File: src/rtl/on_off_credit_tracker_if.sv
// ---------------------------------------------------------------------------
// on_off_credit_tracker_if : flit/credit pulses in, on/off + free counts out
// Rev 1.0
// ---------------------------------------------------------------------------
`default_nettype none

interface on_off_credit_tracker_if #(
  parameter int PORT_NUM    = 5,
  parameter int VC_NUM      = 2,
  parameter int BUFFER_SIZE = 8
);
  localparam int CNT_W = $clog2(BUFFER_SIZE + 1);

  logic [PORT_NUM-1:0][VC_NUM-1:0]            flit_sent_i;
  logic [PORT_NUM-1:0][VC_NUM-1:0]            credit_i;
  logic [PORT_NUM-1:0][VC_NUM-1:0]            on_off_o;
  logic [PORT_NUM-1:0][VC_NUM-1:0][CNT_W-1:0] free_slots_o;
  logic                                       error_o;

  modport master (
    output flit_sent_i,
    output credit_i,
    input  on_off_o,
    input  free_slots_o,
    input  error_o
  );

  modport slave (
    input  flit_sent_i,
    input  credit_i,
    output on_off_o,
    output free_slots_o,
    output error_o
  );
endinterface

`default_nettype wire

File: src/rtl/on_off_credit_tracker.sv
// ---------------------------------------------------------------------------
// on_off_credit_tracker : per-(port,vc) free-slot counters with on/off hysteresis
// Rev 1.0
// ---------------------------------------------------------------------------
`default_nettype none

module on_off_credit_tracker #(
  parameter int PORT_NUM      = 5,
  parameter int VC_NUM        = 2,
  parameter int BUFFER_SIZE   = 8,
  parameter int OFF_THRESHOLD = 2,
  parameter int ON_THRESHOLD  = 4
) (
  input  wire                       clk,
  input  wire                       rst,
  on_off_credit_tracker_if.slave    bus
);

  localparam int CNT_W = $clog2(BUFFER_SIZE + 1);

  localparam logic [CNT_W-1:0] c_full = CNT_W'(BUFFER_SIZE);
  localparam logic [CNT_W-1:0] c_off  = CNT_W'(OFF_THRESHOLD);
  localparam logic [CNT_W-1:0] c_on   = CNT_W'(ON_THRESHOLD);
  localparam logic [CNT_W-1:0] c_one  = CNT_W'(1);

  logic [PORT_NUM-1:0][VC_NUM-1:0] lane_err;
  logic [PORT_NUM-1:0]             port_err;
  logic                            error_q;
  logic                            error_d;

  for (genvar p = 0; p < PORT_NUM; p++) begin : g_port
    // Two flits leaving one physical output in the same cycle is impossible.
    assign port_err[p] = ($countones(bus.flit_sent_i[p]) > 1);

    for (genvar v = 0; v < VC_NUM; v++) begin : g_vc
      logic             sent;
      logic             cred;
      logic [CNT_W-1:0] free_q;
      logic [CNT_W-1:0] free_d;
      logic             on_off_q;
      logic             on_off_d;

      assign sent = bus.flit_sent_i[p][v];
      assign cred = bus.credit_i[p][v];

      always_comb begin
        free_d = free_q;
        if (sent && !cred && (free_q != '0)) begin
          free_d = free_q - c_one;
        end else if (cred && !sent && (free_q != c_full)) begin
          free_d = free_q + c_one;
        end
      end

      // Hysteresis is judged on the post-update count so on/off tracks it with no lag.
      always_comb begin
        on_off_d = on_off_q;
        if (free_d <= c_off) begin
          on_off_d = 1'b0;
        end else if (free_d >= c_on) begin
          on_off_d = 1'b1;
        end
      end

      assign lane_err[p][v] = (sent && !cred && (free_q == '0)) ||
                              (cred && !sent && (free_q == c_full));

      always_ff @(posedge clk or negedge rst) begin
        if (!rst) begin
          free_q   <= c_full;
          on_off_q <= 1'b1;
        end else begin
          free_q   <= free_d;
          on_off_q <= on_off_d;
        end
      end

      assign bus.free_slots_o[p][v] = free_q;
      assign bus.on_off_o[p][v]     = on_off_q;
    end
  end

  always_comb begin
    error_d = error_q | (|lane_err) | (|port_err);
  end

  always_ff @(posedge clk or negedge rst) begin
    if (!rst) begin
      error_q <= 1'b0;
    end else begin
      error_q <= error_d;
    end
  end

  assign bus.error_o = error_q;

endmodule

`default_nettype wire

File: src/flat_wrapper.sv
// flat-port wrapper written by rule: the top's interface ports become plain ports
module on_off_credit_tracker_flat 
#(
  parameter int PORT_NUM      = 5,
  parameter int VC_NUM        = 2,
  parameter int BUFFER_SIZE   = 8,
  parameter int OFF_THRESHOLD = 2,
  parameter int ON_THRESHOLD  = 4
)
  (clk, rst, bus_flit_sent_i, bus_credit_i, bus_on_off_o, bus_free_slots_o, bus_error_o);
  on_off_credit_tracker_if #(.PORT_NUM(PORT_NUM), .VC_NUM(VC_NUM), .BUFFER_SIZE(BUFFER_SIZE)) bus_i ();
  input  wire clk;
  input  wire rst;
  input wire logic [$bits(bus_i.flit_sent_i)-1:0] bus_flit_sent_i;
  input wire logic [$bits(bus_i.credit_i)-1:0] bus_credit_i;
  output wire logic [$bits(bus_i.on_off_o)-1:0] bus_on_off_o;
  output wire logic [$bits(bus_i.free_slots_o)-1:0] bus_free_slots_o;
  output wire logic [$bits(bus_i.error_o)-1:0] bus_error_o;
  assign bus_i.flit_sent_i = bus_flit_sent_i;
  assign bus_i.credit_i = bus_credit_i;
  assign bus_on_off_o = bus_i.on_off_o;
  assign bus_free_slots_o = bus_i.free_slots_o;
  assign bus_error_o = bus_i.error_o;
  on_off_credit_tracker #(.PORT_NUM(PORT_NUM), .VC_NUM(VC_NUM), .BUFFER_SIZE(BUFFER_SIZE), .OFF_THRESHOLD(OFF_THRESHOLD), .ON_THRESHOLD(ON_THRESHOLD)) u_core (.clk(clk), .rst(rst), .bus(bus_i));
endmodule
File: config.mk
export PLATFORM = sky130hd
export DESIGN_NAME = on_off_credit_tracker_flat
export DESIGN_NICKNAME = d
export VERILOG_FILES = /design/src/rtl/on_off_credit_tracker_if.sv /design/src/rtl/on_off_credit_tracker.sv /design/src/flat_wrapper.sv
export SDC_FILE = /design/constraint.sdc
export NUM_CORES = 1
export LEC_CHECK = 0
export CAP_MARGIN = 40
export CORE_UTILIZATION = 45
export DETAILED_ROUTE_END_ITERATION = 16
export GPL_TIMING_DRIVEN = 0
export MAX_ROUTING_LAYER = met4
export PLACE_DENSITY = 0.69
export SYNTH_ARGS = -nofsm -noshare
export SYNTH_HDL_FRONTEND = slang
export SYNTH_SLANG_ARGS = --single-unit
File: constraint.sdc
create_clock -name clk -period 2.7 [get_ports clk]
set_input_delay 0.54 -clock clk [delete_from_list [all_inputs] [get_ports clk]]
set_output_delay 0.54 -clock clk [all_outputs]
set_load 0.02 [all_outputs]
==> results of run 1 <==
-- report_power, final --
group          internal (uW)  total (uW)  switching [uW]
clock                    235         492             258
sequential              1230        1780             553
combinational           1620        3390            1770
total                   3080        5660            2580
-- state kept, by name, summed over array words and instances (netlist names) --
| register | count |
|---|---|
| u_core.g_port.g_vc.on_off_q | 10 |
| u_core.bus.error_o | 1 |
| u_core.g_port.g_vc.free_q | 40 |
-- cells in the final DEF (no fill, tap or decap), types with 11 or more instances in the layout --
master,n
xnor2_1,11
o21ai_0,23
inv_1,35
dfstp_2,20
dfrtp_1,31
nand2b_1,11
a21oi_1,29
nor2_1,26
clkdlybuf4s50_1,69
ha_1,20
and2b_1,11
nand2_1,35
-- kinds of logic (layout without fill, tap and decap cells) --
group	Yosys count	in the layout	share of synthesized area (%)
compound gates	147	147	26.7
xor+xnor	14	14	3.15
fa+ha+maj	20	20	6.44
buf+inv	57	136	6.95
flops	51	51	33.5
mux	11	11	2.90
simple gates	144	144	20.4
-- worst max-delay path by stage --
| stage | startpoint | endpoint | slack, ps | cells past startpoint |
|---|---|---|---|---|
| final | u_core.g_port[4].g_vc[0].free_q[3] | bus_free_slots_o[35] | 580 | 1 |
| after global routing | u_core.g_port[2].g_vc[0].free_q[1] | u_core.g_port[2].g_vc[0].on_off_q | 500 | 8 |
| after CTS | u_core.g_port[0].g_vc[1].free_q[3] | bus_free_slots_o[7] | 570 | 1 |
| after detailed placement | bus_flit_sent_i[4] | u_core.g_port[2].g_vc[0].on_off_q | 420 | 5 |
| after global placement | rst | u_core.g_port[2].g_vc[1].free_q[2] | -490 | 1 |
| after floorplan | u_core.g_port[2].g_vc[0].free_q[1] | u_core.g_port[2].g_vc[0].on_off_q | 690 | 8 |
-- metal layers --
layer  wire [um]  track usage (%)
met5           0                -
met4          93             5.81
met3         392             2.66
met2        4240             33.0
met1        4410             28.3
-- final cells by class --
class	count	area, um^2
Buffer	22	139
Clock buffer	8	100
Fill cell	735	3460
Inverter	35	131
Multi-Input combinational cell	336	2320
Sequential cell	51	1300
Tap cell	105	131
Timing Repair Buffer	71	716
-- per-stage QoR --
| stage | setup TNS, ps | instances |
|---|---|---|
| after floorplan | 0 | 444 |
| after global placement | -14960 | 619 |
| after detailed placement | 0 | 620 |
| after CTS | 0 | 628 |
| after global routing | 0 | 628 |
| final | 0 | 628 |
==> results.md, run 1 <==
- Core Footprint: 0.00830 mm^2
- Worst R2R Path Depth: 8
- Layout Nets: 564
- Synthesis-to-layout area growth: 24.4%
- Number of synthesized register bits: 51
- WL final: 9.13 mm
- Ant diodes: 0
- FF-to-FF setup slack: 610 ps
- Cts hold-fix bufs: 0
- Die width: 95.0 um
- 1st-iter DRT viols: 230
- CTS tree: done
- Worst slack, placed: 415 ps
- RD Place Congestion: 0.879
- GRT Total Usage: 20.9%
- Die ar.: 0.00902 mm^2
- Post-CTS setup buffers: 0
- Largest net degree at the start of global routing: 35
- Syn Nets: 486
- First-pass GRT wire length: 14.8 mm
- Syn avg cell area: 8.76 um^2
- Worst EP arrival: 1580 ps
- Rel. slew slack: 70.0%
- Routed WL per cell: 14.5 um
- Post-synth ARST share: 100%
- Tmin final: 2120 ps
- Dpl hpwl: 6.85 mm
- Yosys cell types: 59
- Top delay family on crit path: flip-flops
- Antenna viol nets, final: 0
- Count of warnings emitted by yosys: 0
- Fin worst setup slack: 582 ps
- Count of final hold-check violations: 0
- Gr ovfl total: 0
- Outcome: finished clean
- Final Cycle Share: 78.5%
- Max-slew violation count: 0
- Utilization after layout: 58.3%
- Required @ worst endpoint: 2160 ps
- Antenna violations before repair: 0
- H-tree depth: 2
- HP Class: primary input to async pin
- DRC violations left: 0
- Crit path capture type: output port
- CP max stage delay: 640 ps
- FP Rows: 33
- Worst IR drop on VDD: 0.572 mV
- Actual slew at the worst max-slew pin: 450 ps
- Crit path cell chain: clkdlybuf4s50_1
- Largest area contributor in the netlist: dfrtp_1
- CP startpoint kind: flop
- Pwr Total: 5660 uW
- RSZ-0062 raised after global routing: no
- Initial Util: 46.9%
- DP Area: 0.00474 mm^2
- Share of the synthesized area in the top cell type: 19.9%
- Max Cap Viol: 0
- CTS buffer count: 5
- R2R Path End: u_core.g_port[2].g_vc[0].on_off_q
- Vias in the first global route: 3210
- Crit path buf inv count: 1
- PwrDens: 1170 mW/mm^2
- Fin area: 0.00484 mm^2
- Final clock skew: 8.62 ps
- Reg-to-Reg Start: u_core.g_port[2].g_vc[0].free_q[1]
- Most frequent cells after synthesis: inv_1, nand2_1, dfrtp_1
- Share of cells above drive strength 1: 12.8%
- Clock transition at path regs: 90 ps
- CTS root buf: clkbuf_8
- WHS: 168 ps
- Synth top area cells: dfrtp_1, dfstp_2, ha_1
- # setup viols final: 0
- Synthesized area: 0.00389 mm^2
- Overall die height: 95.0 um
- Ports: 73
- EDFF count, synth: 0
- Crit-path slowest cell: dfstp_2
- CTS Sinks: 51
- Maximum root-to-sink buffer count: 2
- # port buffers: 70
- Via/cell ratio: 5.76
- Post-CTS sizing: 0
- Leakage: 0.00199 uW
- Worst-path fanout max: 8
- DR vias: 3620
- Crit path kind: flop to output port
- Post-Synthesis Cells: 444
- Seq/Total Area, Yosys: 33.5%
- Main synth FF type: dfrtp_1
- Clk_lat worst skew: 310 ps
- Fmax: 472 MHz
- Detailed Routing Iterations Pass 1: 4
(Power assumes the default switching activity.)
==> inputs of run 2 (changes only) <==
==> constraint.sdc (replaced) <==
create_clock -name clk -period 2 [get_ports clk]
set_input_delay 0.4 -clock clk [delete_from_list [all_inputs] [get_ports clk]]
set_output_delay 0.4 -clock clk [all_outputs]
set_load 0.02 [all_outputs]
==> results.md, run 2 (synthesis gave the netlist of run 1 again) <==
- Outcome: finished clean (unchanged)
- Count of final hold-check violations: 0 (unchanged)
- Tmin final: 1940 ps
- GRT Total Usage: 21.8% (was 20.9%)
- FP Rows: 33 (unchanged)
- Most frequent cells in the layout: clkdlybuf4s50_1, inv_1, nand2_1 (unchanged)
- # fillers: 739 (was 735)
- Actual slew at the worst max-slew pin: 581 ps (was 450 ps)
- Routed WL per cell: 14.6 um (was 14.5 um)
- Overall die height: 95.0 um (unchanged)
- Met2 WL: 4.34 mm (was 4.24 mm)
- Cts hold-fix bufs: 0 (unchanged)
- Dpl hpwl: 6.87 mm (was 6.85 mm)
- Required @ worst endpoint: 1600 ps (was 2160 ps)
- DR vias: 3616 (was 3620)
- Worst-path fanout max: 2 (was 8)
- Combinational Power Share: 58.4% (was 59.9%)
- Fin area: 0.00490 mm^2 (was 0.00484 mm^2)
- Top Layer Used: met4 (unchanged)
- Gr ovfl total: 0 (unchanged)
- Ports: 73 (unchanged)
- DP Area: 0.00474 mm^2 (about the same)
- Initial Util: 46.9% (unchanged)
- # setup viols final: 0 (unchanged)
- PwrDens: 1600 mW/mm^2 (was 1170 mW/mm^2)
- P_sw: 3490 uW (was 2580 uW)
- Share of cells above drive strength 1: 13.8% (was 12.8%)
- Die width: 95.0 um (unchanged)
- WHS: 81.1 ps (was 168 ps)
- HP Class: primary input to async pin (unchanged)
- RD Place Congestion: 0.882 (was 0.879)
- FF-to-FF setup slack: 80 ps (was 610 ps)
- Int Pwr: 4350 uW (was 3080 uW)
- Worst IR drop on VDD: 0.779 mV (was 0.572 mV)
- 1st-iter DRT viols: 124 (was 230)
- Seq pwr share: 30.8% (was 31.4%)
- Detailed Routing Iterations Pass 1: 4 (unchanged)
- Biggest register: u_core.g_port.g_vc.free_q (unchanged)
- Max Cap Viol: 0 (unchanged)
- Max-slew violation count: 0 (unchanged)
- WL final: 9.19 mm (was 9.13 mm)
- WL met3: 376 um (was 392 um)
- Crit path cell chain: buf_4 -> clkdlybuf4s50_1 (was clkdlybuf4s50_1)
- Commonest non-fill, non-tap cell in the layout: clkdlybuf4s50_1 (unchanged)
- # port buffers: 70 (unchanged)
- Final clock skew: 8.99 ps (was 8.62 ps)
- Met1 wire length: 4.39 mm (was 4.41 mm)
- Final Cycle Share: 96.8%
- CTS Sinks: 51 (unchanged)
- CP startpoint kind: flop (unchanged)
- Crit path kind: flop to output port (unchanged)
- Crit path capture type: output port (unchanged)
- Clock transition at path regs: 90 ps (about the same)
- Sw Share: 44.5% (was 45.6%)
- Via/cell ratio: 5.76 (about the same)
- Antenna viol nets, final: 0 (unchanged)
- Fmax: 517 MHz
- Maximum root-to-sink buffer count: 2 (unchanged)
- CTS tree: done (unchanged)
- CTS buffer count: 5 (unchanged)
- Synthesis-to-layout area growth: 25.9% (was 24.4%)
- Antenna violations before repair: 0 (unchanged)
- H-tree depth: 2 (unchanged)
- Core Footprint: 0.00830 mm^2 (unchanged)
- Die ar.: 0.00902 mm^2 (unchanged)
- First-pass GRT wire length: 15.2 mm (was 14.8 mm)
- Ant diodes: 0 (unchanged)
- Leakage: 0.00206 uW (was 0.00199 uW)
- Layout Nets: 564 (unchanged)
- Worst EP arrival: 1540 ps (was 1580 ps)
- Largest net degree at the start of global routing: 28 (was 35)
- Crit-path slowest cell: clkdlybuf4s50_1 (was dfstp_2)
- Rel. slew slack: 61.3% (was 70.0%)
- CTS root buf: clkbuf_8 (unchanged)
- Clk_lat worst skew: 310 ps (about the same)
- DRC violations left: 0 (unchanged)
- Clk pwr share: 10.9% (was 8.7%)
- CP max stage delay: 600 ps (was 640 ps)
- Vias in the first global route: 3351 (was 3210)
- Max reg flops: 40 (unchanged)
==> run 2: cell types whose count changed in the layout (fill, tap and decap cells not counted), sizes merged <==
cell,change
bufinv,+2
clkdlybuf4s50,-6
dlymetal6s2s,+6
clkbuf,-3
buf,+1
==> run 2: metrics by stage <==
step                setup TNS, ps  worst slack [ps]  std cells  utilization, %  total power (uW)
floorplan                       0              50.5        444               -              5290
global route                -59.2             -59.2        628            59.0              8450
global placement           -42160             -1030        619            56.9              6870
finish                          0              64.2        628            59.0              7850
CTS                             0              16.8        628            58.7              7860
detailed placement           -966              -138        620            57.1              6960
==> run 2: power groups by stage <==
stage          clock, uW  sequential (uW)  combinational [uW]
6_report             852             2410                4580
5_1_grt              924             2520                5010
4_1_cts              885             2400                4570
3_5_place_dp           0             2420                4540
3_3_place_gp           0             2400                4470
2_1_floorplan          0             2750                2550
==> run 2: area by class of cell <==
type | instances | area (um^2) | area share [%]
Buffer | 22 | 140 | 2.86
Clock buffer | 6 | 72.6 | 1.48
Clock inverter | 2 | 60.1 | 1.23
Inverter | 35 | 131 | 2.68
Multi-Input combinational cell | 336 | 2320 | 47.5
Sequential cell | 51 | 1310 | 26.7
Tap cell | 105 | 131 | 2.68
Timing Repair Buffer | 71 | 731 | 14.9
==> run 2: metal layers <==
metal / up-vias / global-route usage, %
met5: - / -
li1: 1802 / -
met1: 1715 / 28.7
met4: 0 / 4.92
met3: 6 / 3.38
met2: 93 / 35.4
==> run 2: repair_timing <==
action,CTS,global route
setup endpoints to repair,0,10
setup buffers,0,0
resized for setup,0,12
==> run 2: worst max-delay path: cells and delay by family, from the launching register on <==
| family | cells | cell delay, ps |
|---|---|---|
| flip-flops | 1 | 540 |
| buffers and inverters | 2 | 700 |
==> run 2: final timing paths <==
check,start,endpoint,cells after the start
max in group asynchronous,rst,u_core.g_port[0].g_vc[1].free_q[3],2
min in group clk,bus_flit_sent_i[8],u_core.g_port[4].g_vc[0].free_q[2],3
min,rst,u_core.g_port[2].g_vc[0].free_q[0],1
min reg2reg,u_core.g_port[0].g_vc[0].free_q[3],u_core.g_port[0].g_vc[0].free_q[3],2
max,u_core.g_port[4].g_vc[0].on_off_q,bus_on_off_o[8],2
max reg2reg,u_core.g_port[4].g_vc[0].free_q[0],u_core.g_port[4].g_vc[0].on_off_q,7
